File: config.mk
export PLATFORM = sky130hd
export DESIGN_NAME = cell_chk_settle
export DESIGN_NICKNAME = d
export VERILOG_FILES = /design/src/rtl/cell_chk_settle.sv
export SDC_FILE = /design/constraint.sdc
export NUM_CORES = 1
export LEC_CHECK = 0
export BUFFER_PORTS_ARGS = -buffer_cell sky130_fd_sc_hd__clkbuf_2
export CAP_MARGIN = 30
export CORE_AREA = 2 2 39 41
export CTS_BUF_LIST = sky130_fd_sc_hd__clkbuf_2
export DETAILED_ROUTE_END_ITERATION = 8
export DIE_AREA = 0 0 41 43
export REMOVE_ABC_BUFFERS = 1
export SYNTH_ARGS = -nofsm -noshare
export SYNTH_HDL_FRONTEND = slang
export SYNTH_SLANG_ARGS = --single-unit
export TNS_END_PERCENT = 100
File: constraint.sdc
create_clock -name cp -period 3.01 [get_ports cp]
set_input_delay 0.1505 -clock cp [delete_from_list [all_inputs] [get_ports cp]]
set_output_delay 0.1505 -clock cp [all_outputs]
set_load 0.01 [all_outputs]
File: src/rtl/cell_chk_settle.sv
// Loadable 4-bit settle down-counter; zero flags the sample cycle of a vector.
module cell_chk_settle (
  input  logic       cp,
  input  logic       cdn,
  input  logic       load,
  input  logic [3:0] load_val,
  input  logic       en,
  output logic       zero
);

  logic [3:0] cnt;

  always_ff @(posedge cp or negedge cdn) begin
    if (!cdn) begin
      cnt <= 4'd0;
    end else if (load) begin
      cnt <= load_val;
    end else if (en && cnt != 4'd0) begin
      cnt <= cnt - 4'd1;
    end
  end

  assign zero = (cnt == 4'd0);

endmodule

==> results of run 1 <==
==> cell usage after synthesis, drive strengths merged <==
| cell | number | area share, % |
|---|---|---|
| or2b | 1 | 2.8 |
| nand2 | 3 | 4.2 |
| a21oi | 1 | 1.9 |
| o31a | 1 | 3.2 |
| o21a | 1 | 2.8 |
| a221o | 1 | 3.7 |
| dfrtp | 4 | 37 |
| buf | 1 | 4.2 |
| nor3b | 2 | 7.4 |
| ha | 1 | 4.6 |
| o21ai | 2 | 3.7 |
| o211ai | 1 | 4.6 |
| nor4b | 1 | 5.6 |
| inv | 3 | 4.2 |
| nor3 | 2 | 3.7 |
| and4b | 1 | 3.7 |
| or4 | 1 | 2.8 |
==> what timing repair did <==
action                                 4_1_cts  5_1_grt
resized for setup                            0        0
endpoints found under the hold margin        4        0
hold buffers                                 1        0
==> per-stage QoR <==
stage               total power (uW)  worst slack (ps)
floorplan                      90.18              1616
global placement               103.1              1590
detailed placement             104.6              1562
CTS                            156.8              1483
global route                   162.7              1381
finish                         151.1              1518
==> cells by family after synthesis <==
group | after synthesis
AND/OR/NAND/NOR | 11
AO/OA/AOI/OAI | 7
buffers and inverters | 4
flip-flops | 4
adder cells (fa/ha/maj) | 1
==> worst min path at each step <==
| stage | from | end | slack, ps | cells past startpoint |
|---|---|---|---|---|
| floorplan | cdn | cnt[0]$_DFFE_PN0P_ | -150 | 0 |
| global placement | cdn | cnt[3]$_DFFE_PN0P_ | -40 | 1 |
| detailed placement | cdn | cnt[3]$_DFFE_PN0P_ | -30 | 1 |
| CTS | load_val[1] | cnt[1]$_DFFE_PN0P_ | 150 | 3 |
| global route | load_val[2] | cnt[2]$_DFFE_PN0P_ | 170 | 3 |
| finish | load_val[2] | cnt[2]$_DFFE_PN0P_ | 170 | 3 |
==> placed cells by master, fill, tap and decap left out, drive strengths merged <==
cell type	netlist	final
nand2	3	3
ha	1	1
nor4b	1	1
dlygate4sd3	0	1
a221o	1	1
and4b	1	1
nor3	2	2
or2b	1	1
dfrtp	4	4
o211ai	1	1
a21oi	1	1
o21a	1	1
o31a	1	1
or4	1	1
nor3b	2	2
inv	3	3
o21ai	2	2
clkbuf	0	11
==> where the power goes <==
| group | switching (uW) | total, uW | internal [uW] |
|---|---|---|---|
| logic | 16.6 | 35.6 | 19.0 |
| registers | 7.44 | 68.1 | 60.7 |
| clock network | 20.6 | 47.4 | 26.8 |
| total | 44.7 | 151 | 106 |
==> final cells by class <==
class	instances	area, um^2
Clock buffer	3	15.01
Fill cell	155	1040
Inverter	3	11.26
Multi-Input combinational cell	19	147.6
Sequential cell	4	100.1
Tap cell	16	20.02
Timing Repair Buffer	9	50.05
==> metal layers <==
layer	part of all wire, %	up-vias	global-route usage [%]
met4	1.8	0	12.00
met2	51	3	12.19
li1	-	123	-
met1	42	103	8.469
met5	0	-	0
met3	4.5	2	1.571
==> worst register-to-register path, stage by stage, from the launching register on <==
cell and delay (ps):
dfrtp_1 390, inv_1 60, ha_1 230, nor3b_2 190, or4_1 420, o211ai_2 90
==> impl_metrics.csv, run 1 <==
group,metric,value,unit
detailed_routing,drc,0,
floorplanning,die_w,41,um
finish,antenna_cells,0,
finish,stdcell_count,54,
critical_path,r2r-start,"cnt[0]$_DFFE_PN0P_",
detailed_routing,viasPerCell,4.278,
detailed_routing,avgRoutedWirePerCell,10.19,um
floorplanning,ioPinCount,9,
placed_design,placed_area,319.1,um^2
finish,largest-register,"cnt",
finish,nets,49,
placed_design,placed_cells,50,
clocking,clkSinkCount,4,
critical_path,crit_path_end,"zero",
critical_path,crit_required,2860,ps
global_route,grt_pass1_vias,245,
global_route,overflow,0,
finish,syn2layout_area_growth,27.31,%
critical_path,crit_arrival,1340,ps
critical_path,critPathSlowestCell,"dfrtp_1",
critical_path,crit_type,"flip-flop to primary output",
synthesis,synth_mux_area_share,0,%
floorplanning,core.rowCount,14,
detailed_routing,postRouteAntennaNets,0,
floorplanning,fp.dieArea,1763,um^2
sta,fmax,670.4,MHz
clocking,clock_latency,200,ps
critical_path,crit_start,"cnt[0]$_DFFE_PN0P_",
synthesis,synth_compound_area_share,19.91,%
synthesis,synth_area,270.3,um^2
sta,hold_violations,0,
critical_path,worstPathMaxFanout,5,
finish,design_area,344.1,um^2
detailed_routing,vias,231,
floorplanning,initial_core_util,19.53,%
critical_path,cp.depth,4,
floorplanning,die_h,43,um
clocking,cts_made_buffers,3,
synthesis,yosysSeqAreaShare,37.04,%
power_and_ir_drop,ir_drop,0.1319,mV
sta,timing.slew.headroom,81.80,%
critical_path,regToRegEndpoint,"cnt[1]$_DFFE_PN0P_",
detailed_routing,wirelength,550,um
placed_design,hpwl,445.3,um
sta,drv_slew,0,
critical_path,cpPeakStageDelay,400,ps
sta,min_period,1492,ps
clocking,cts_root_buf,"clkbuf_2",
synthesis,synthSimpleGateAreaFrac,30.09,%
outcome,outcome,"finished, final reports clean",
critical_path,path_buf_inv,2,
critical_path,r2r_cells,5,
synthesis,netlist_instances,27,
clocking,cts_setup_buffers,0,
global_route,antenna_found_initial,0,
finish,drive_above_1_share,36.84,%
critical_path,rrSetupSlack,1560,ps
floorplanning,coreArea,1384,um^2
synthesis,synth_cell_types,18,
finish,fin_util,24.86,%
sta,rsz0062_at_grt,"no",
power_and_ir_drop,powerDensity,439.2,nW/um^2
global_route,grt_pass1_wl,938,um
synthesis,synth_top_family_by_area,"simple AND/OR/NAND/NOR gates",
clocking,clockBufferDepth,2,
critical_path,crit_family,"flip-flops",
placed_design,gp_congestion,0.6885,
power_and_ir_drop,cellLeakagePower,0.0001644,uW
synthesis,synth.avg_cell_area,10.01,um^2
sta,timing.hold.ws,165.9,ps
clocking,cts.htree.levels,1,
detailed_routing,dr.pass1.iters,4,
synthesis,ys_ff_latch,4,
global_route,grt_start_max_net_pins,11,
min_path,hold_class,"input pin to flip-flop",
synthesis,synthXorXnorAreaFrac,0,%
critical_path,start_kind,"flip-flop",
job,drv_cap,0,
finish,reg.largest.list,"cnt: 4 flops",
synthesis,yosys_warnings,0,
clocking,tritoncts,"built",
sta,fin_tns_setup,0,ps
placed_design,port_buffers,8,
critical_path,crit_chain,"inv_1 > ha_1 > nor3b_2 > clkbuf_2",
sta,worst_pin_slew,271.8,ps
critical_path,critPathCaptureType,"primary output",
sta,setup_violations,0,
detailed_routing,dr.first_iter.drc_count,3,
global_route,track_usage,8.669,%
finish,largest_reg_flops,4,
synthesis,synthAdderAreaFrac,4.630,%
sta,fin_skew,0.9468,ps
sta,period_share,49.56,%
clocking,clk_pin_slew,40,ps
(Power assumes the default switching activity.)
==> inputs of run 2 (changes only) <==
==> constraint.sdc (replaced) <==
create_clock -name cp -period 1.38 [get_ports cp]
set_input_delay 0.069 -clock cp [delete_from_list [all_inputs] [get_ports cp]]
set_output_delay 0.069 -clock cp [all_outputs]
set_load 0.01 [all_outputs]
==> run 2 against run 1 <==
Critical path depth did not move. Final cell count increased by 5.6%. Sequential cell count stayed put. Sequential share of layout area shrank 2.7 points.
==> impl_metrics.csv, run 2 (same netlist as run 1, synthesis figures left out) <==
group,metric,value,unit
sta,timing.slew.headroom,82.47,%
global_route,met3_usage,6.806,%
sta,fin_skew,5.668,ps
detailed_routing,dr.pass1.iters,2,
finish,syn2layout_area_growth,40.28,%
sta,drv_slew,0,
power_and_ir_drop,fin_total_pwr,365.3,uW
clocking,clock_latency,220,ps
finish,stdcell_count,57,
detailed_routing,postRouteAntennaNets,0,
finish,largest_reg_flops,4,
critical_path,rrSetupSlack,70,ps
min_path,hold_class,"input pin to flip-flop",
sta,rsz0062_at_grt,"yes",
floorplanning,fp.dieArea,1763,um^2
finish,layout_common_cells,"10 x clkbuf_2, 4 x dfrtp_1, 3 x inv_1, 3 x nand2_1, 3 x buf_4",
critical_path,r2r_cells,4,
clocking,tritoncts,"built",
clocking,cts_root_buf,"clkbuf_2",
outcome,outcome,"finished, final reports clean",
clocking,clk_pin_slew,50,ps
min_path,hold_depth,3,
global_route,use_met2,14.06,%
critical_path,crit_start,"cnt[1]$_DFFE_PN0P_",
global_route,track_usage,10.79,%
finish,largest-register,"cnt",
clocking,cts.htree.levels,1,
job,drv_cap,0,
finish,fillers,166,
detailed_routing,avgRoutedWirePerCell,10.47,um
detailed_routing,dr.first_iter.drc_count,3,
global_route,overflow,0,
sta,min_period,1336,ps
finish,nets,52,
global_route,busiest_layer,"met2",
detailed_routing,viasPerCell,4.509,
power_and_ir_drop,cellLeakagePower,0.0001818,uW
critical_path,start_kind,"flip-flop",
sta,setup_violations,0,
critical_path,crit_arrival,1270,ps
floorplanning,die_h,43,um
critical_path,crit_required,1310,ps
finish,antenna_cells,0,
finish,reg.largest.list,"cnt: 4 flops",
power_and_ir_drop,powerDensity,963.7,nW/um^2
sta,fmax,748.7,MHz
clocking,cts_setup_buffers,0,
placed_design,placed_cells,53,
critical_path,worstPathMaxFanout,5,
floorplanning,initial_core_util,19.53,%
global_route,met1_usage,10.10,%
detailed_routing,drc,0,
clocking,clkSinkCount,4,
floorplanning,die_w,41,um
detailed_routing,vias,257,
floorplanning,coreArea,1384,um^2
placed_design,gp_congestion,0.7460,
critical_path,regToRegEndpoint,"cnt[1]$_DFFE_PN0P_",
finish,drive_above_1_share,46.34,%
power_and_ir_drop,ir_drop,0.2222,mV
placed_design,hpwl,479,um
clocking,cts_made_buffers,3,
floorplanning,core.rowCount,14,
critical_path,crit_type,"flip-flop to primary output",
global_route,antenna_found_initial,0,
critical_path,r2r-start,"cnt[1]$_DFFE_PN0P_",
sta,hold_violations,0,
finish,final_common_cell,"clkbuf_2",
critical_path,crit_path_end,"zero",
sta,period_share,96.78,%
global_route,grt_pass1_vias,268,
sta,timing.hold.ws,70.60,ps
global_route,grt_pass1_wl,1117,um
clocking,clockBufferDepth,2,
placed_design,port_buffers,8,
floorplanning,ioPinCount,9,
sta,worst_pin_slew,262.2,ps
detailed_routing,wirelength,597,um
critical_path,critPathCaptureType,"primary output",
global_route,grt_start_max_net_pins,11,
-- run 2: changes by cell type in the layout (fill, tap and decap cells not counted) --
cell,before,now
nor3b_2,1,0
ha_1,1,0
buf_4,0,3
nor3b_4,0,1
or4_1,1,0
clkbuf_2,11,10
or4_4,0,1
buf_2,0,1
ha_2,0,1
-- run 2: worst min path at each step --
| stage | startpoint | endpoint | slack, ps |
|---|---|---|---|
| 4_1_cts | load_val[1] | cnt[1]$_DFFE_PN0P_ | 50 |
| 3_5_place_dp | cdn | cnt[2]$_DFFE_PN0P_ | -110 |
| 6_report | load_val[1] | cnt[1]$_DFFE_PN0P_ | 70 |
| 2_1_floorplan | cdn | cnt[0]$_DFFE_PN0P_ | -230 |
| 5_1_grt | load_val[1] | cnt[1]$_DFFE_PN0P_ | 90 |
| 3_3_place_gp | cdn | cnt[3]$_DFFE_PN0P_ | -120 |
-- run 2: where the power goes --
| group | switching [uW] | leakage [uW] | internal [uW] |
|---|---|---|---|
| registers | 13.4 | 0.0000480 | 132 |
| logic | 46.6 | 0.000121 | 62.3 |
| clock network | 52.5 | 0.0000125 | 58.4 |
-- run 2: area by class of cell --
class | instances | area, um^2 | share of cell area (%)
multi-input combinational | 19 | 160.2 | 42.24
sequential | 4 | 100.1 | 26.40
timing repair buffer | 12 | 72.57 | 19.14
tap | 16 | 20.02 | 5.281
clock buffer | 3 | 15.01 | 3.960
inverter | 3 | 11.26 | 2.970
-- run 2: metrics by stage --
stage | utilization [%] | worst slack [ps] | instance area (um^2) | TNS [ps]
4_1_cts | 26.94 | 15.76 | 372.9 | 0
3_3_place_gp | 24.68 | 60.21 | 341.6 | 0
6_report | 27.40 | 44.40 | 379.1 | 0
5_1_grt | 27.40 | -48.65 | 379.1 | -51.87
2_1_floorplan | - | -14.29 | 259.0 | -14.29
3_5_place_dp | 24.68 | 28.99 | 341.6 | 0
-- run 2: per-layer routing --
| metal | up-vias | wire, um |
|---|---|---|
| met2 | 6 | 334 |
| met5 | - | 0 |
| met4 | 0 | 35 |
| li1 | 129 | - |
| met3 | 5 | 35 |
| met1 | 117 | 192 |
-- run 2: timing repair --
| item | in CTS | in global routing |
|---|---|---|
| gates resized for setup | 1 | 3 |
| setup endpoints to repair | 1 | 4 |
| pin swaps | 0 | 3 |
| hold buffers | 1 | 0 |
| hold endpoints to repair | 4 | 0 |
-- run 2: critical path, stage by stage, from the launching register on --
cell and delay [ps]:
dfrtp_1 370, inv_1 60, ha_2 180, nor3b_4 260, buf_2 180
==> inputs of run 3 (changes only) <==
==> constraint.sdc (replaced) <==
create_clock -name cp -period 1.38 [get_ports cp]
set_input_delay 0.138 -clock cp [delete_from_list [all_inputs] [get_ports cp]]
set_output_delay 0.138 -clock cp [all_outputs]
set_load 0.01 [all_outputs]
==> run 3 against run 2 <==
The flow now finishes with violations (setup timing). Sequential share of layout area rose by 0.26 points. Combinational power shrank 6%. Clock-buffer cell count stayed put. Critical endpoint unchanged. Largest cell class unchanged. Largest power group unchanged.
==> impl_metrics.csv, run 3 (same netlist as run 1, synthesis figures left out) <==
group,metric,value,unit
detailed_routing,postRouteAntennaNets,0,
critical_path,crit_required,1240,ps
clocking,cts.htree.levels,1,
global_route,met1_usage,10.10,%
floorplanning,die_h,43,um
floorplanning,ioPinCount,9,
placed_design,placed_area,341.6,um^2
critical_path,rrSetupSlack,30,ps
detailed_routing,dr.first_iter.drc_count,3,
finish,antenna_cells,0,
finish,drive_above_1_share,43.90,%
global_route,track_usage,10.79,%
critical_path,cpPeakStageDelay,370,ps
sta,setup_violations,1,
finish,largest-register,"cnt",
placed_design,port_buffers,8,
clocking,clockBufferDepth,2,
global_route,busiest_layer,"met2",
sta,fin_ws,-5.093,ps
finish,largest_reg_flops,4,
detailed_routing,drc,0,
detailed_routing,vias,253,
finish,stdcell_count,57,
critical_path,crit_chain,"inv_1 > ha_2 > nor3b_4 > buf_2",
clocking,clk_pin_slew,50,ps
finish,design_area,375.4,um^2
outcome,violations,"setup timing",
clocking,clkSinkCount,4,
sta,drv_slew,0,
floorplanning,coreArea,1384,um^2
global_route,grt_pass1_vias,268,
min_path,hold_class,"input pin to flip-flop",
critical_path,critPathSlowestCell,"dfrtp_1",
global_route,grt_start_max_net_pins,11,
finish,nets,52,
outcome,outcome,"complete, but fails checks",
placed_design,hpwl,479,um
floorplanning,die_w,41,um
clocking,clock_latency,220,ps
critical_path,cp.depth,4,
finish,layout_common_cells,"10 x clkbuf_2, 4 x dfrtp_1, 3 x inv_1, 3 x nand2_1, 3 x buf_4",
critical_path,crit_arrival,1250,ps
placed_design,gp_congestion,0.7460,
global_route,grt_pass1_wl,1117,um
sta,min_period,1385,ps
clocking,tritoncts,"built",
sta,rsz0062_at_grt,"yes",
global_route,met3_usage,6.806,%
power_and_ir_drop,powerDensity,957.9,nW/um^2
floorplanning,fp.dieArea,1763,um^2
clocking,cts_setup_buffers,0,
detailed_routing,dr.pass1.iters,4,
detailed_routing,avgRoutedWirePerCell,9.947,um
critical_path,r2r_cells,4,
sta,worst_pin_slew,263.4,ps
sta,fin_tns_setup,-5.093,ps
critical_path,worstPathMaxFanout,5,
global_route,use_met2,14.06,%
job,drv_cap,0,
global_route,overflow,0,
sta,fin_skew,5.944,ps
sta,timing.slew.headroom,82.39,%
clocking,cts_made_buffers,3,
critical_path,crit_type,"flip-flop to primary output",
clocking,cts_root_buf,"clkbuf_2",
sta,fmax,722.0,MHz
detailed_routing,viasPerCell,4.439,
finish,syn2layout_area_growth,38.89,%
critical_path,critPathCaptureType,"primary output",
detailed_routing,wirelength,567,um
critical_path,crit_family,"flip-flops",
critical_path,start_kind,"flip-flop",
finish,reg.largest.list,"cnt: 4 flops",
sta,hold_violations,0,
floorplanning,core.rowCount,14,
sta,period_share,100.4,%
finish,final_common_cell,"clkbuf_2",
critical_path,path_buf_inv,2,
power_and_ir_drop,ir_drop,0.2234,mV
placed_design,placed_cells,53,
floorplanning,initial_core_util,19.53,%
power_and_ir_drop,cellLeakagePower,0.0001805,uW
global_route,antenna_found_initial,0,
min_path,hold_depth,3,
finish,fillers,165,
-- run 3: layout make-up --
class / instances / area [um^2] / area share [%]
multi-input combinational: 19 / 156.4 / 41.67
sequential: 4 / 100.1 / 26.67
timing repair buffer: 12 / 72.57 / 19.33
tap: 16 / 20.02 / 5.333
clock buffer: 3 / 15.01 / 4.000
inverter: 3 / 11.26 / 3.000
-- run 3: final timing paths --
| kind | startpoint | to |
|---|---|---|
| worst max register to register | cnt[1]$_DFFE_PN0P_ | cnt[1]$_DFFE_PN0P_ |
| worst min register to register | cnt[2]$_DFFE_PN0P_ | cnt[2]$_DFFE_PN0P_ |
| min in group asynchronous | cdn | cnt[0]$_DFFE_PN0P_ |
| worst max-delay path | cnt[1]$_DFFE_PN0P_ | zero |
| worst min-delay path | load_val[1] | cnt[1]$_DFFE_PN0P_ |
| max in group asynchronous | cdn | cnt[3]$_DFFE_PN0P_ |
-- run 3: routing by layer --
metal  wire, um  part of all wire, %
met4         35                  6.2
met1        193                   34
met3         35                  6.2
met5          0                    0
met2        303                   53
-- run 3: timing repair --
action                     4_1_cts  5_1_grt
hold endpoints to repair         4        0
pin swaps                        1        0
hold buffers                     1        0
setup endpoints to repair        1        2
resized for setup                2        1
-- run 3: worst register-to-register path: cells and delay by family (launching register included) --
kind                     cells  cell delay [ps]
AND/OR/NAND/NOR              1              510
flip-flops                   1              370
adder cells (fa/ha/maj)      1              250
AO/OA/AOI/OAI                1               80
buffers and inverters        1               60
-- run 3: stage by stage --
| stage | hold slack, ps | power [uW] | setup WS (ps) | utilization, % |
|---|---|---|---|---|
| 6_report | 125.8 | 359.6 | -5.093 | 27.12 |
| 5_1_grt | 149.3 | 397.7 | -106.4 | 27.12 |
| 4_1_cts | 119.2 | 367.8 | -43.86 | 27.12 |
| 3_5_place_dp | -45.00 | 243.3 | 28.99 | 24.68 |
| 3_3_place_gp | -47.72 | 240.4 | 60.21 | 24.68 |
| 2_1_floorplan | -157.6 | 196.7 | -14.29 | - |
-- run 3: report_power, final --
| group | total, uW | switching, uW | internal (uW) |
|---|---|---|---|
| Combinational | 103 | 44.4 | 58.8 |
| Clock | 111 | 52.5 | 58.4 |
| Sequential | 145 | 13.3 | 132 |
